==> config.mk <==
export PLATFORM = sky130hd
export DESIGN_NAME = mppt_state_ctrl
export DESIGN_NICKNAME = d
export VERILOG_FILES = /design/src/rtl/mppt_pkg.sv /design/src/rtl/mppt_state_ctrl_pwm_gen.sv /design/src/rtl/mppt_state_ctrl.sv
export SDC_FILE = /design/constraint.sdc
export NUM_CORES = 1
export LEC_CHECK = 0
export BUFFER_PORTS_ARGS = -buffer_cell sky130_fd_sc_hd__buf_2
export CAP_MARGIN = 15
export CORE_MARGIN = 2
export CORE_UTILIZATION = 53
export CTS_CLUSTER_SIZE = 16
export DETAILED_ROUTE_END_ITERATION = 6
export HOLD_SLACK_MARGIN = 0.08
export PLACE_DENSITY = 0.73
export SKIP_LAST_GASP = 1
export SLEW_MARGIN = 20
export SYNTH_ARGS = -nofsm -noshare
export SYNTH_HDL_FRONTEND = slang
export SYNTH_HIERARCHICAL = 1
export SYNTH_SLANG_ARGS = --single-unit
==> constraint.sdc <==
create_clock -name clk -period 2.5 [get_ports clk]
set_input_delay 0.125 -clock clk [delete_from_list [all_inputs] [get_ports clk]]
set_output_delay 0.125 -clock clk [all_outputs]
set_load 0.01 [all_outputs]
==> src/rtl/mppt_pkg.sv <==
`default_nettype none
// ============================================================================
//  Module   : mppt_pkg
//  Purpose  : Shared types and constants for the beacon power-mode controller
//             and the MPPT signal block (mode encodings, PWM width, defaults).
//  Revision : 1.0 - initial release
// ============================================================================
package mppt_pkg;

    // Power modes; the MPPT block decodes state_number with this same type.
    typedef enum logic [2:0] {
        MODE_STARTUP = 3'd0,
        MODE_CHARGE  = 3'd1,
        MODE_BOOST   = 3'd2,
        MODE_LED_RUN = 3'd3,
        MODE_SLEEP   = 3'd4
    } mode_t;

    localparam int PWM_BITS               = 10;
    localparam int DWELL_CYCLES_DEFAULT   = 1024;
    localparam int STARTUP_CYCLES_DEFAULT = 4096;

    // Transition candidate: the highest-priority exit the current mode wants.
    typedef struct packed {
        logic  valid;
        mode_t target;
    } cand_t;

    localparam cand_t CAND_NONE = '{valid: 1'b0, target: MODE_SLEEP};

    // Gate enables for a mode, ordered {buck, boost, led}.
    function automatic logic [2:0] gate_enables(input mode_t mode);
        logic [2:0] en;
        en = 3'b000;
        case (mode)
            MODE_CHARGE:  en = 3'b100;
            MODE_BOOST:   en = 3'b010;
            MODE_LED_RUN: en = 3'b001;
            default:      en = 3'b000;
        endcase
        return en;
    endfunction

endpackage
`default_nettype wire

==> src/rtl/mppt_state_ctrl_pwm_gen.sv <==
`default_nettype none
// ============================================================================
//  Module   : pwm_gen
//  Purpose  : Free-running PWM counter with a period-boundary duty latch.
//             The registered compare result is steered onto one of three
//             gate lines by the enable vector and can be forced low.
//  Revision : 1.0 - initial release
// ============================================================================
module pwm_gen
    import mppt_pkg::*;
#(
    parameter int WIDTH = PWM_BITS
) (
    input  logic             clk,
    input  logic             reset,
    input  logic [WIDTH-1:0] val,
    input  logic [2:0]       en,
    input  logic             force_low,
    output logic [2:0]       gate
);

    logic [WIDTH-1:0] r_cnt;
    logic [WIDTH-1:0] r_duty;
    logic [2:0]       r_gate;
    logic             w_cmp;

    assign w_cmp = (r_cnt < r_duty);

    // Counter wraps naturally; duty only reloads on the last count of a
    // period so a new command never truncates or stretches a running pulse.
    always_ff @(posedge clk) begin
        if (reset) begin
            r_cnt  <= '0;
            r_duty <= '0;
            r_gate <= 3'b000;
        end else begin
            r_cnt <= r_cnt + WIDTH'(1);
            if (r_cnt == {WIDTH{1'b1}}) begin
                r_duty <= val;
            end
            r_gate <= (w_cmp && !force_low) ? en : 3'b000;
        end
    end

    assign gate = r_gate;

endmodule
`default_nettype wire

==> src/rtl/mppt_state_ctrl.sv <==
`default_nettype none
// ============================================================================
//  Module   : mppt_state_ctrl
//  Purpose  : Beacon power-mode FSM with dwell-filtered transitions, feeding
//             the buck / boost / LED-driver gate PWMs with a dead-time cycle
//             on every mode change.
//  Revision : 1.0 - initial release
// ============================================================================
module mppt_state_ctrl
    import mppt_pkg::*;
#(
    parameter int DWELL_CYCLES   = DWELL_CYCLES_DEFAULT,
    parameter int STARTUP_CYCLES = STARTUP_CYCLES_DEFAULT
) (
    input  logic                clk,
    input  logic                reset,
    input  logic                cap_charged,
    input  logic                cap_over5,
    input  logic                PV_power_high,
    input  logic                pwr_low,
    input  logic [PWM_BITS-1:0] val,
    output logic [2:0]          state_number,
    output logic                buck_pwm,
    output logic                boost_pwm,
    output logic                led_pwm,
    output logic                state_change
);

    localparam int DW_W = $clog2(DWELL_CYCLES);
    localparam int ST_W = (STARTUP_CYCLES > 1) ? $clog2(STARTUP_CYCLES) : 1;

    // The count is advanced on the edge itself, so a candidate that has
    // already been confirmed DWELL_CYCLES-2 times is on its final cycle.
    localparam logic [DW_W-1:0] DWELL_LAST   = DW_W'(DWELL_CYCLES - 2);
    localparam logic [ST_W-1:0] STARTUP_LAST = ST_W'(STARTUP_CYCLES - 1);

    mode_t            r_state;
    mode_t            w_next_state;
    cand_t            w_cand;
    cand_t            r_prev_cand;
    logic [DW_W-1:0]  r_dwell;
    logic [ST_W-1:0]  r_startup;
    logic             r_state_change;
    logic             w_qualify;
    logic             w_dwell_done;
    logic             w_transition;
    logic [2:0]       w_gate;

    // Highest-priority exit condition of the current mode, if any.
    always_comb begin
        w_cand = CAND_NONE;
        case (r_state)
            MODE_CHARGE: begin
                if (pwr_low)          w_cand = '{valid: 1'b1, target: MODE_SLEEP};
                else if (cap_charged) w_cand = '{valid: 1'b1, target: MODE_LED_RUN};
            end
            MODE_LED_RUN: begin
                if (pwr_low)             w_cand = '{valid: 1'b1, target: MODE_SLEEP};
                else if (!cap_over5)     w_cand = '{valid: 1'b1, target: MODE_CHARGE};
                else if (!PV_power_high) w_cand = '{valid: 1'b1, target: MODE_BOOST};
            end
            MODE_BOOST: begin
                if (!cap_over5)         w_cand = '{valid: 1'b1, target: MODE_SLEEP};
                else if (PV_power_high) w_cand = '{valid: 1'b1, target: MODE_LED_RUN};
            end
            MODE_SLEEP: begin
                if (PV_power_high) w_cand = '{valid: 1'b1, target: MODE_CHARGE};
            end
            default: w_cand = CAND_NONE;
        endcase
    end

    assign w_qualify    = w_cand.valid && (w_cand == r_prev_cand);
    assign w_dwell_done = w_qualify && (r_dwell == DWELL_LAST);

    // Next-state decode; illegal codes fall straight to SLEEP.
    always_comb begin
        w_next_state = r_state;
        case (r_state)
            MODE_STARTUP: begin
                if (r_startup == STARTUP_LAST) w_next_state = MODE_CHARGE;
            end
            MODE_CHARGE, MODE_LED_RUN, MODE_BOOST, MODE_SLEEP: begin
                if (w_dwell_done) w_next_state = w_cand.target;
            end
            default: w_next_state = MODE_SLEEP;
        endcase
    end

    assign w_transition = (w_next_state != r_state);

    // State register and change pulse.
    always_ff @(posedge clk) begin
        if (reset) begin
            r_state        <= MODE_STARTUP;
            r_state_change <= 1'b0;
        end else begin
            r_state        <= w_next_state;
            r_state_change <= w_transition;
        end
    end

    // Dwell filter: count consecutive cycles of an unchanged candidate.
    always_ff @(posedge clk) begin
        if (reset || w_transition) begin
            r_dwell     <= '0;
            r_prev_cand <= CAND_NONE;
        end else begin
            r_dwell     <= w_qualify ? (r_dwell + DW_W'(1)) : '0;
            r_prev_cand <= w_cand;
        end
    end

    // Startup hold-off counter, only live while in STARTUP.
    always_ff @(posedge clk) begin
        if (reset) begin
            r_startup <= '0;
        end else if ((r_state == MODE_STARTUP) && !w_transition) begin
            r_startup <= r_startup + ST_W'(1);
        end else begin
            r_startup <= '0;
        end
    end

    // Gates follow the mode being entered; the change cycle is dead time.
    pwm_gen #(
        .WIDTH (PWM_BITS)
    ) u_pwm_gen (
        .clk       (clk),
        .reset     (reset),
        .val       (val),
        .en        (gate_enables(w_next_state)),
        .force_low (w_transition),
        .gate      (w_gate)
    );

    assign state_number = r_state;
    assign state_change = r_state_change;
    assign buck_pwm     = w_gate[2];
    assign boost_pwm    = w_gate[1];
    assign led_pwm      = w_gate[0];

endmodule
`default_nettype wire

# Word-level counts from Yosys, hierarchy flattened
# Index checks and enable logic that the tools add are counted.
[totals]
elab_cells = 52
inputBits = 16
output_inout_bits = 7
register_bits = 53
[classes]
bitwise_logic = 3
magnitude_cmp = 1
n_eq_ne = 12
n_addsub = 3
mux = 13
reduce_logical = 11
[ops]
columns = ["op", "count"]
rows = [
  ["$mux W4", 8],
  ["$add A10 B1 Y10 const B", 2],
  ["$eq A10 B10 Y1 const B", 2],
  ["$pmux W4 S4", 1],
  ["$add A12 B1 Y12 const B", 1],
  ["$eq A12 B12 Y1 const B", 1],
  ["$eq A3 B2 Y1 const B", 4],
  ["$lt A10 B10 Y1", 1],
  ["$pmux W3 S3", 1],
  ["$eq A3 B1 Y1 const B", 2],
  ["$mux W3", 2],
  ["$pmux W3 S2", 1],
  ["$reduce_or A2 Y1", 3],
  ["$eq A4 B4 Y1", 1],
  ["$logic_and A1 B1 Y1", 4],
  ["$reduce_or A4 Y1", 1],
  ["$eq A3 B3 Y1 const B", 1],
  ["$logic_not A3 Y1", 1],
  ["$ne A3 B3 Y1", 1],
  ["$not A1 Y1", 3],
  ["$logic_not A1 Y1", 1],
  ["$logic_or A1 B1 Y1", 1],
]

# Longest topological paths before layout
# Gate-level depths: netlist of run 1.
[logic_depth]
depth_word = 14
depth_mapped = 12
depth_no_buf = 12

# Modules after synthesis
# Netlist of run 1, hierarchy kept.
[by_module_without_submodules]
columns = ["module", "area_per_inst_um2", "n_inst", "cells_per_inst", "seq_area_each_um2"]
rows = [
  ["mppt_state_ctrl", 1620.3, 1, 186, 600.6],
  ["pwm_gen", 1087.3, 1, 114, 460.4],
]

# Worst setup path before layout of run 1
# Ideal clock, no wire load.
[synth_timing]
kind = "reg2reg"
startpoint = "register r_state[2], in the netlist state_number[2]"
endpoint = "register u_pwm_gen.r_gate[0], in the netlist u_pwm_gen/gate[0]"
arrival_ns = 2.367
synth_period_minus_slack_ns = 2.446
stages_incl_launch_ff = 12
required_ns = 2.420
setup_slack_ns = 0.054
setup_time_ns = 0.080
cell_sequence = "dfxtp_1 > buf_4 > and3b_1 > o21a_1 > or3_1 > nand3b_2 > o311a_4 > nor2_4 > or2_1 > nor3_1 > o211ai_1 > nor3b_1"
[synth_between]
elab_chain_cells = 12
elab_cells_between_ends = 22
[synth_lines]
columns = ["item", "line_no", "source"]
rows = [
  ["start, declared", "mppt_state_ctrl.sv:37", "mode_t r_state;"],
  ["start signal, assigned", "mppt_state_ctrl.sv:98", "r_state <= w_next_state;"],
  ["$eq A3 B3 Y1 (tied with other cells)", "mppt_state_ctrl.sv:52, mppt_state_ctrl.sv:79", ""],
  ["$pmux W4 S4", "mppt_state_ctrl.sv:52", "case (r_state)"],
  ["$eq A4 B4 Y1", "mppt_state_ctrl.sv:73", "assign w_qualify = w_cand.valid && (w_cand == r_prev_cand);"],
  ["$logic_and A1 B1 Y1", "mppt_state_ctrl.sv:73", ""],
  ["$logic_and A1 B1 Y1", "mppt_state_ctrl.sv:74", "assign w_dwell_done = w_qualify && (r_dwell == DWELL_LAST);"],
  ["$mux W3", "mppt_state_ctrl.sv:84", "if (w_dwell_done) w_next_state = w_cand.target;"],
  ["$pmux W3 S2", "mppt_state_ctrl.sv:79", "case (r_state)"],
  ["$ne A3 B3 Y1 *", "mppt_state_ctrl.sv:90", "assign w_transition = (w_next_state != r_state);"],
  ["via w_transition", "mppt_state_ctrl.sv:46", "logic w_transition;"],
  ["$logic_not A1 Y1 *", "mppt_state_ctrl_pwm_gen.sv:41", "r_gate <= (w_cmp && !force_low) ? en : 3'b000;"],
  ["$logic_and A1 B1 Y1 *", "mppt_state_ctrl_pwm_gen.sv:41", ""],
  ["$not A1 Y1 (no source line) *", "n/a", ""],
  ["$reduce_or A2 Y1 (no source line) *", "n/a", ""],
  ["end signal, assigned", "mppt_state_ctrl_pwm_gen.sv:41", ""],
  ["end, declared", "mppt_state_ctrl_pwm_gen.sv:24", "logic [2:0] r_gate;"],
]
# Mark *: on every way through the listed nets, which the timed path passes. The rest lies on a longest branch.
# A chain may end at the register's enable or synchronous reset.

# Worst setup path after layout of run 1
[layout_timing]
startpoint = "register r_state[2], in the netlist state_number[2]"
endpoint = "register u_pwm_gen.r_gate[1], in the netlist u_pwm_gen/gate[1]"
[layout_between]
elab_chain_cells = 12
elab_cells_between_ends = 22
[layout_lines]
columns = ["item", "line_no"]
rows = [
  ["$eq A3 B3 Y1 (tied with other cells)", "mppt_state_ctrl.sv:52, mppt_state_ctrl.sv:79"],
  ["$pmux W4 S4", "mppt_state_ctrl.sv:52"],
  ["$eq A4 B4 Y1", "mppt_state_ctrl.sv:73"],
  ["$logic_and A1 B1 Y1", "mppt_state_ctrl.sv:73"],
  ["$logic_and A1 B1 Y1", "mppt_state_ctrl.sv:74"],
  ["$mux W3", "mppt_state_ctrl.sv:84"],
  ["$pmux W3 S2", "mppt_state_ctrl.sv:79"],
  ["$ne A3 B3 Y1", "mppt_state_ctrl.sv:90"],
  ["$logic_not A1 Y1", "mppt_state_ctrl_pwm_gen.sv:41"],
  ["$logic_and A1 B1 Y1", "mppt_state_ctrl_pwm_gen.sv:41"],
  ["$not A1 Y1 (no source line)", "n/a"],
  ["$reduce_or A2 Y1 (no source line)", "n/a"],
]
# Parallel ways exist; a longest one is shown, timed or not.

==> results.yml, run 1 <==
clock_tree:
  tritoncts.num_buffers: 5
  cts_max_level: 2
  tritoncts_num_sinks: 53
  cts_tree: "yes"
  root_buffer: "sky130_fd_sc_hd__clkbuf_8"
  clock_latency_ns: 0.30
  clk_transition_reported_paths_ns: 0.09
  cts_max_path_buffers: 2
detailed_routing:
  drt_first_iter_violations: 101
  ant_nets: 0
  finalWirelength_mm: 5.39
  route.detailed.vias_per_inst: 5.31
  routed_wire_length_per_instance_um: 12.7
  detail_route.first_pass.iterations: 4
  vias: 2248
  post-route-drc-count: 0
logic_synthesis:
  post_synth_edffs: 0
  netlist_instances: 300
  async_set_or_reset_flop_fraction_in_the_synthesized_netlist_pct: 0
  synth_seq_area_share_pct: 39.2
  synth_seq_cells: 53
  synth_largest_area_cell: "sky130_fd_sc_hd__dfxtp_1"
  synthDominantCellAreaShare_pct: 39.2
  synth_ff_type: "sky130_fd_sc_hd__dfxtp_1"
  synth.top_cells.by_area: "sky130_fd_sc_hd__dfxtp_1 (39%), sky130_fd_sc_hd__nor2_1 (6.4%), sky130_fd_sc_hd__ha_1 (6.0%), sky130_fd_sc_hd__xor2_1 (4.5%), sky130_fd_sc_hd__mux2i_1 (3.7%)"
  synth_area_per_cell_sq_um: 9.03
  synth_cell_types: 58
  syn-num-nets: 329
  ys_warn_count: 6
  synthesis.area_sq_um: 2710
sta:
  final-hold-violation-count: 0
  grt_setup_unrepaired: "yes"
  report.final.slew_viol_count: 0
  clock-skew-final_ns: 0.00574
  final_min_period_ns: 2.40
  setup_violations: 0
  post-route-period-util_pct: 96.0
  tightestPinTransition_ns: 0.578
  final_critical_path_setup_slack_ns: 0.0995
  timing.fmax_mhz: 417
  max_slew_margin_pct: 61.5
global_route:
  globalRouteOverflowTotal: 0
  grt_first_pass_wirelength_mm: 8.63
  grt_antenna_before_repair: 0
  grt_start_max_net_pins: 33
  number_of_global_route_vias_before_repair: 1959
  gr-usage-all-layers_pct: 19.5
cells_and_area:
  nets: 381
  finalNonFillerCells: 423
  final_layout_size_suffix_gt1_share_pct: 21.8
  diodes: 0
  flow.area_growth_from_synthesis_pct: 20.7
floorplanning:
  top_level_ports: 23
  die_area_sq_um: 5700
  die-height_um: 75.5
  floorplan.rows: 26
  dieWidth_um: 75.5
  floorplan.initialDensity_pct: 54.0
  core_area_sq_um: 5010
hold_path:
  hold_path.class: "in2reg"
  min_from: "reset"
critical_path:
  worstReg2RegStart: "state_number[2]"
  worstSetupEndpointType: "flip-flop"
  path_class: "reg2reg"
  setup.worst_path.start_class: "flip-flop"
  crit_fanout: 5
  startpoint: "state_number[2]"
  cp_data_required_time_ns: 2.74
  cp.arrival_ns: 2.64
pwr:
  power.density_nw_per_um2: 426
  vdd_drop_max_v: 0.000314
  p_leak_uw: 0.00124
place:
  dpl.cell_count: 395
  detailedPlacementHpwl_mm: 3.75
  place.port_buffers: 22
  dpl_worst_slack_ns: -0.00441
  gp_routability_congestion: 0.835
run:
  drv.max_cap_violation_count: 0
outcome:
  run_status: "completed"
==> synthesized netlist by cell type, types with 6 or more instances <==
cell	number
sky130_fd_sc_hd__dfxtp_1	53
sky130_fd_sc_hd__ha_1	13
sky130_fd_sc_hd__a21oi_1	8
sky130_fd_sc_hd__nor3_1	11
sky130_fd_sc_hd__inv_1	15
sky130_fd_sc_hd__and3_1	6
sky130_fd_sc_hd__nor2_1	46
sky130_fd_sc_hd__nand3_1	10
sky130_fd_sc_hd__nand4_1	6
sky130_fd_sc_hd__xor2_1	14
sky130_fd_sc_hd__xnor2_1	10
sky130_fd_sc_hd__o21ai_0	6
sky130_fd_sc_hd__nand2_1	17
sky130_fd_sc_hd__mux2i_1	10
==> metrics by stage <==
step | util, % | total power [uW] | hold WS, ns | instance area (sq um) | setup TNS [ns]
floorplan | - | 912 | 0.272 | 2710 | 0
global placement | 58.5 | 935 | 0.358 | 2930 | 0
detailed placement | 58.5 | 935 | 0.366 | 2930 | -0.00441
CTS | 62.2 | 1410 | 0.282 | 3120 | 0
global route | 65.3 | 1440 | 0.340 | 3270 | -0.0363
finish | 65.3 | 1390 | 0.295 | 3270 | 0
==> final cells by class <==
class	instances	area [sq um]
Clock inverter	2	10.0
Tap cell	70	87.6
Fill cell	451	1740
Multi-Input combinational cell	221	1580
Timing Repair Buffer	55	387
Sequential cell	53	1070
Inverter	16	60.1
Clock buffer	6	72.6
==> final timing paths <==
kind / to / slack (ns) / cells past startpoint
worst max-delay path: u_pwm_gen/gate[1] / 0.1 / 10
worst min-delay path: u_pwm_gen/r_cnt[0] / 0.30 / 2
worst max register to register: u_pwm_gen/gate[1] / 0.1 / 10
worst min register to register: u_pwm_gen/r_cnt[0] / 0.47 / 1
==> sequential cells by signal (all words and copies together) (netlist names) <==
register / cells
r_startup: 12
r_dwell: 10
u_pwm_gen/r_cnt: 10
u_pwm_gen/r_duty: 10
r_prev_cand: 4
state_number: 3
u_pwm_gen/gate: 3
state_change: 1
==> power breakdown <==
part           switching [uW]  total, uW  internal [uW]  leakage (uW)
logic                    35.3       69.8           34.5      0.000763
registers                9.18        859            850      0.000430
clock network             270        465            195     0.0000450
==> cells by family after synthesis <==
| logic type | count (synthesis) | synth area share [%] |
|---|---|---|
| compound gates | 37 | 10.5 |
| buf+inv | 26 | 4.90 |
| simple gates | 137 | 27.9 |
| mux | 10 | 3.70 |
| xor+xnor | 24 | 7.76 |
| flops | 53 | 39.2 |
| fa+ha+maj | 13 | 6.01 |
==> metal layers <==
metal	global-route usage (%)	routed length [um]	up-vias
met5	0	0	-
met3	3.97	192	6
met4	5.85	42	0
met1	26.4	2590	1034
met2	31.7	2560	47
li1	-	-	1161
==> layout by cell type, fill, tap and decap left out, types with 4 or more instances in the layout <==
| cell | count |
|---|---|
| sky130_fd_sc_hd__buf_2 | 22 |
| sky130_fd_sc_hd__inv_1 | 15 |
| sky130_fd_sc_hd__nand2b_1 | 4 |
| sky130_fd_sc_hd__buf_4 | 22 |
| sky130_fd_sc_hd__nand2_1 | 17 |
| sky130_fd_sc_hd__nand4_1 | 6 |
| sky130_fd_sc_hd__nand3_1 | 10 |
| sky130_fd_sc_hd__dlygate4sd3_1 | 10 |
| sky130_fd_sc_hd__xor2_1 | 14 |
| sky130_fd_sc_hd__nor2_1 | 46 |
| sky130_fd_sc_hd__dfxtp_1 | 50 |
| sky130_fd_sc_hd__and3_1 | 6 |
| sky130_fd_sc_hd__a21oi_1 | 8 |
| sky130_fd_sc_hd__xnor2_1 | 10 |
| sky130_fd_sc_hd__ha_1 | 13 |
| sky130_fd_sc_hd__mux2i_1 | 10 |
| sky130_fd_sc_hd__clkbuf_8 | 5 |
| sky130_fd_sc_hd__o21ai_0 | 5 |
| sky130_fd_sc_hd__nor3_1 | 10 |
==> worst max-delay path, cell delays in order, from the launching register on <==
cell                       delay (ns)
sky130_fd_sc_hd__dfxtp_4         0.37
sky130_fd_sc_hd__buf_6           0.11
sky130_fd_sc_hd__nor3b_4         0.24
sky130_fd_sc_hd__and3b_2         0.25
sky130_fd_sc_hd__o211ai_1        0.10
sky130_fd_sc_hd__o211a_1         0.18
sky130_fd_sc_hd__buf_4           0.16
sky130_fd_sc_hd__or4_1           0.51
sky130_fd_sc_hd__o21ai_2         0.11
sky130_fd_sc_hd__nor2b_1         0.15
sky130_fd_sc_hd__nor3b_2         0.15
==> what timing repair did <==
action | 4_1_cts | 5_1_grt
hold buffers | 10 | 0
buffers inserted | 0 | 10
gates cloned | 0 | 0
hold endpoints to repair | 10 | 0
setup endpoints to repair | 1 | 8
gates resized for setup | 2 | 19
pin swaps | 0 | 12
Power figures use the tool's default switching activity.
==> run 2, diff against run 1 <==
--- a/config.mk
+++ b/config.mk
@@ -7,6 +7,7 @@
 export LEC_CHECK = 0
 export BUFFER_PORTS_ARGS = -buffer_cell sky130_fd_sc_hd__buf_2
 export CAP_MARGIN = 15
+export CORE_ASPECT_RATIO = 1.5
 export CORE_MARGIN = 2
 export CORE_UTILIZATION = 53
 export CTS_CLUSTER_SIZE = 16
@@ -14,8 +15,7 @@
 export HOLD_SLACK_MARGIN = 0.08
 export PLACE_DENSITY = 0.73
 export SKIP_LAST_GASP = 1
-export SLEW_MARGIN = 20
+export SLEW_MARGIN = 0
 export SYNTH_ARGS = -nofsm -noshare
 export SYNTH_HDL_FRONTEND = slang
-export SYNTH_HIERARCHICAL = 1
 export SYNTH_SLANG_ARGS = --single-unit
==> results.yml, run 2 <==
sta:
  timing.fmax_mhz: 426
  clock-skew-final_ns: 0.00925
  hold_slack_ns: 0.227
  tightestPinTransition_ns: 0.606
  grt_setup_unrepaired: "yes"
  post-route-period-util_pct: 93.9
  final-hold-violation-count: 0
  max_slew_margin_pct: 59.5
  final_critical_path_setup_slack_ns: 0.153
  setup_violations: 0
  report.final.slew_viol_count: 0
  final_min_period_ns: 2.35
  fin_tns_setup_ns: 0
logic_synthesis:
  synth_seq_cells: 53
  synthDominantCellAreaShare_pct: 42.3
  synth.top_cells.by_area: "sky130_fd_sc_hd__dfxtp_1 (42%), sky130_fd_sc_hd__nor2_1 (7.3%), sky130_fd_sc_hd__ha_1 (6.5%), sky130_fd_sc_hd__xor2_1 (5.9%), sky130_fd_sc_hd__mux2i_1 (4.0%)"
  netlist_instances: 282
  synthesis.area_sq_um: 2510
  synth_ff_type: "sky130_fd_sc_hd__dfxtp_1"
  async_set_or_reset_flop_fraction_in_the_synthesized_netlist_pct: 0
  synth_commonest_cells: "sky130_fd_sc_hd__dfxtp_1 (53), sky130_fd_sc_hd__nor2_1 (49), sky130_fd_sc_hd__nand3_1 (18)"
  ys_warn_count: 0
  synth_cell_types: 40
  synth_area_per_cell_sq_um: 8.90
  post_synth_edffs: 0
  synth_largest_area_cell: "sky130_fd_sc_hd__dfxtp_1"
  syn-num-nets: 311
  synth_seq_area_share_pct: 42.3
  synth.most_common_cell: "sky130_fd_sc_hd__dfxtp_1"
detailed_routing:
  drt_first_iter_violations: 107
  ant_nets: 0
  finalWirelength_mm: 4.65
  detail_route.first_pass.iterations: 4
  vias: 2023
  routed_wire_length_per_instance_um: 12.1
  route.detailed.vias_per_inst: 5.28
  post-route-drc-count: 0
clock_tree:
  cts_max_path_buffers: 2
  root_buffer: "sky130_fd_sc_hd__clkbuf_8"
  cts_tree: "yes"
  clock_latency_ns: 0.30
  cts_max_level: 2
  clk_transition_reported_paths_ns: 0.09
  tritoncts.num_buffers: 5
  tritoncts_num_sinks: 53
global_route:
  gr-usage-all-layers_pct: 19.7
  grt_first_pass_wirelength_mm: 8.07
  grt_antenna_before_repair: 0
  grt_start_max_net_pins: 26
  globalRouteOverflowTotal: 0
  number_of_global_route_vias_before_repair: 1942
critical_path:
  path_class: "reg2reg"
  crit_fanout: 11
  crit-reg2reg-capture: "u_pwm_gen.gate[0]"
  cp.arrival_ns: 2.55
  worstReg2RegStart: "state_number[2]"
  timing.reg2reg.worst_path_depth: 8
  worstSetupEndpointType: "flip-flop"
  ff2ff_setup_slack_ns: 0.15
  cp_data_required_time_ns: 2.71
  setup.worst_path.start_class: "flip-flop"
hold_path:
  hold_path.class: "in2reg"
  endpoint_with_the_worst_hold_slack: "r_prev_cand[1]"
  min_from: "pwr_low"
  holdPathStages: 4
cells_and_area:
  flow.area_growth_from_synthesis_pct: 16.7
  max_flop_register: "r_startup"
  finalNonFillerCells: 383
  diodes: 0
  final_layout_size_suffix_gt1_share_pct: 12.9
  nets: 347
  layout.cells.most_common_list: "sky130_fd_sc_hd__dfxtp_1 (51), sky130_fd_sc_hd__nor2_1 (49), sky130_fd_sc_hd__buf_2 (22)"
  post-route-util_pct: 64.5
  layout_commonest_cell: "sky130_fd_sc_hd__dfxtp_1"
  largest_register_ffs: 12
  fillCellCount: 368
place:
  place.port_buffers: 22
  dpl.cell_count: 364
  dpl_worst_slack_ns: -0.00376
  detailedPlacementHpwl_mm: 3.37
  gp_routability_congestion: 0.849
floorplanning:
  die_area_sq_um: 5310
  die-height_um: 88.3
  top_level_ports: 23
  dieWidth_um: 60.2
  floorplan.rows: 30
  core_area_sq_um: 4540
  floorplan.initialDensity_pct: 55.3
run:
  drv.max_cap_violation_count: 0
pwr:
  power.density_nw_per_um2: 515
  p_leak_uw: 0.00123
  vdd_drop_max_v: 0.000348
outcome:
  run_status: "completed"
==> run 2: changes by cell type after synthesis, moves of 4 or more <==
| cell | delta |
|---|---|
| sky130_fd_sc_hd__buf_6 | -4 |
| sky130_fd_sc_hd__nor4_1 | -4 |
| sky130_fd_sc_hd__a211oi_1 | +5 |
| sky130_fd_sc_hd__nand2_1 | -5 |
| sky130_fd_sc_hd__nor3_1 | -9 |
| sky130_fd_sc_hd__nand3_1 | +8 |
==> run 2: routing by layer <==
layer | global-route usage [%] | wire length, um | vias to the layer above
met4 | 8.69 | 76 | 0
met3 | 3.07 | 115 | 7
met5 | 0 | 0 | -
met2 | 36.2 | 2470 | 36
li1 | - | - | 1047
met1 | 21.7 | 1990 | 933
==> run 2: area by class of cell <==
| cell class | count | area, sq um | share of cell area [%] |
|---|---|---|---|
| clock inverter | 3 | 43.8 | 1.49 |
| sequential | 53 | 1070 | 36.4 |
| timing repair buffer | 37 | 248 | 8.45 |
| multi-input combinational | 206 | 1370 | 46.7 |
| inverter | 15 | 56.3 | 1.92 |
| tap | 64 | 80.1 | 2.73 |
| clock buffer | 5 | 68.8 | 2.35 |
==> run 2: how the worst max path moves through the flow <==
stage,start,endpoint
global route,r_startup[2],r_startup[7]
detailed placement,state_number[1],u_pwm_gen.gate[0]
CTS,state_number[2],u_pwm_gen.gate[0]
global placement,state_number[1],u_pwm_gen.gate[0]
floorplan,state_number[2],state_number[0]
finish,state_number[2],u_pwm_gen.gate[0]
==> run 2: critical path, cell delays in order (launching register included) <==
cell and delay [ns]:
sky130_fd_sc_hd__dfxtp_2 0.39, sky130_fd_sc_hd__xnor2_1 0.27, sky130_fd_sc_hd__o22ai_1 0.19, sky130_fd_sc_hd__a2111oi_4 0.39
sky130_fd_sc_hd__xor2_1 0.15, sky130_fd_sc_hd__nand3_1 0.19, sky130_fd_sc_hd__buf_4 0.19, sky130_fd_sc_hd__nand3_1 0.15
sky130_fd_sc_hd__nor4b_1 0.32
==> run 2: cells by family (layout without fill, tap and decap cells) <==
family                     Yosys count  count (layout)  synth area share [%]
adders and majority gates           13              13                  6.48
DFF                                 53              53                  42.3
muxes                               10              10                  3.99
xor gates and xnor gates            25              25                  8.72
AOI/OAI and AO/OA                   39              39                  11.6
buffers and inverters               23              60                  3.64
and+or+nand+nor                    119             119                  23.3
==> run 2: where the power goes <==
part	internal, uW	total, uW	switching [uW]
Sequential	851	862	11.2
Clock	300	573	273
Combinational	36.7	72.5	35.9
==> run 2: stage by stage <==
stage               instance area [sq um]  power, uW
finish                               2930       1510
global route                         2930       1580
CTS                                  2910       1530
detailed placement                   2700        943
global placement                     2700        941
floorplan                            2510        917
==> run 2: what timing repair did <==
action	4_1_cts	5_1_grt
resized for setup	2	3
endpoints found under the setup margin	1	19
hold buffers	10	0
setup buffers	0	1
pin swaps	0	1
hold endpoints to repair	10	0
==> run 3, diff against run 2 <==
--- a/config.mk
+++ b/config.mk
@@ -8,7 +8,7 @@
 export BUFFER_PORTS_ARGS = -buffer_cell sky130_fd_sc_hd__buf_2
 export CAP_MARGIN = 15
 export CORE_ASPECT_RATIO = 1.5
-export CORE_MARGIN = 2
+export CORE_MARGIN = 10
 export CORE_UTILIZATION = 53
 export CTS_CLUSTER_SIZE = 16
 export DETAILED_ROUTE_END_ITERATION = 6
==> results.yml, run 3 (synthesis results as in run 2) <==
floorplanning:
  die_area_sq_um: 7950
  core_area_sq_um: 4540
  floorplan.initialDensity_pct: 55.3
  dieWidth_um: 76.2
  die-height_um: 104
  floorplan.rows: 30
  top_level_ports: 23
critical_path:
  crit-reg2reg-capture: "state_number[0]"
  startpoint: "state_number[2]"
  timing.reg2reg.worst_path_depth: 8
  end_point_of_the_critical_path: "state_number[0]"
  cp.arrival_ns: 2.50
  path_class: "reg2reg"
  cp_data_required_time_ns: 2.68
  ff2ff_setup_slack_ns: 0.18
  setup.worst_path.start_class: "flip-flop"
  worstReg2RegStart: "state_number[2]"
  worstSetupEndpointType: "flip-flop"
  crit_fanout: 11
clock_tree:
  tritoncts.num_buffers: 5
  post-cts-setup-buffer-count: 0
  clk_transition_reported_paths_ns: 0.10
  cts_max_path_buffers: 2
  root_buffer: "sky130_fd_sc_hd__clkbuf_8"
  cts_max_level: 2
  clock_latency_ns: 0.31
  tritoncts_num_sinks: 53
  cts_tree: "yes"
sta:
  final-hold-violation-count: 0
  final_min_period_ns: 2.32
  clock-skew-final_ns: 0.00904
  setup_violations: 0
  fin_tns_setup_ns: 0
  tightestPinTransition_ns: 0.609
  post-route-period-util_pct: 92.6
  timing.fmax_mhz: 432
  report.final.slew_viol_count: 0
  max_slew_margin_pct: 59.3
detailed_routing:
  post-route-drc-count: 0
  finalWirelength_mm: 4.75
  drt_first_iter_violations: 81
  detail_route.first_pass.iterations: 4
  route.detailed.vias_per_inst: 5.26
  ant_nets: 0
  vias: 2014
  routed_wire_length_per_instance_um: 12.4
pwr:
  power.density_nw_per_um2: 486
  vdd_drop_max_v: 0.000390
  p_leak_uw: 0.00122
global_route:
  grt_busiest_layer: "met2"
  grt_start_max_net_pins: 26
  grt_antenna_before_repair: 0
  grtUsageMet3_pct: 3.55
  number_of_global_route_vias_before_repair: 1983
  grt_first_pass_wirelength_mm: 8.34
  use_met2_pct: 22.3
  gr-usage-all-layers_pct: 12.3
  globalRouteOverflowTotal: 0
  gr-usage-met1_pct: 11.9
run:
  drv.max_cap_violation_count: 0
cells_and_area:
  max_flop_register: "r_startup"
  final_design_area_no_fill_sq_um: 2920
  finalNonFillerCells: 383
  flow.area_growth_from_synthesis_pct: 16.3
  layout_commonest_cell: "sky130_fd_sc_hd__dfxtp_1"
  largest_register_ffs: 12
  diodes: 0
  final_layout_size_suffix_gt1_share_pct: 13.5
  layout.cells.most_common_list: "sky130_fd_sc_hd__dfxtp_1 (51), sky130_fd_sc_hd__nor2_1 (49), sky130_fd_sc_hd__buf_2 (22)"
  nets: 347
place:
  place.port_buffers: 22
  gp_routability_congestion: 0.828
  dpl-instance-area_sq_um: 2700
  detailedPlacementHpwl_mm: 3.55
  dpl.cell_count: 365
hold_path:
  hold_path.class: "in2reg"
outcome:
  run_status: "completed"
## run 3: per-stage QoR
step                power (uW)  util (%)  hold slack, ns  setup WS, ns
floorplan                  917         -           0.269         0.310
global placement           942      59.5           0.356         0.147
detailed placement         943      59.5           0.361        0.0940
CTS                       1430      63.7           0.197        0.0847
global route              1480      64.3           0.242       -0.0124
finish                    1420      64.3           0.208         0.184
## run 3: power by group
group / total, uW / switching [uW] / internal, uW
clock: 484 / 285 / 199
combinational: 72.4 / 35.7 / 36.6
sequential: 863 / 10.9 / 852
total: 1420 / 332 / 1090
## run 3: area by class of cell
cell class              count  area, sq um
clock inverters             3         21.3
fillers                   401         1620
clock buffers               5         68.8
repair buffers             37          248
multi-input cells         206         1380
inverters                  15         56.3
flip-flops and latches     53         1060
well taps                  64         80.1
## run 3: routing by layer
layer  routed length, um  share of wire [%]
met1                1950                 41
met5                   0                  0
met4                 131                2.8
met2                2500                 53
met3                 169                3.6
## run 3: critical path: stages, from the launching register on
cell and delay (ns):
sky130_fd_sc_hd__dfxtp_2 0.47, sky130_fd_sc_hd__nand2b_1 0.24, sky130_fd_sc_hd__o22ai_1 0.14, sky130_fd_sc_hd__a2111oi_4 0.44
sky130_fd_sc_hd__xor2_1 0.23, sky130_fd_sc_hd__nand3_1 0.17, sky130_fd_sc_hd__buf_4 0.21, sky130_fd_sc_hd__a21boi_1 0.23
sky130_fd_sc_hd__a311oi_1 0.07
## run 3: what timing repair did
item                                    CTS  global route
endpoints found under the hold margin    10             0
endpoints found under the setup margin    0            18
resized for setup                         0             6
hold buffers                             10             0
## run 3: worst min path at each step
stage / startpoint / to / cells past startpoint
4_1_cts: cap_over5 / r_prev_cand[3] / 4
3_3_place_gp: val[4] / u_pwm_gen.r_duty[4] / 3
3_5_place_dp: val[1] / u_pwm_gen.r_duty[1] / 3
6_report: cap_over5 / r_prev_cand[3] / 4
2_1_floorplan: val[0] / u_pwm_gen.r_duty[0] / 2
5_1_grt: cap_over5 / r_prev_cand[3] / 4
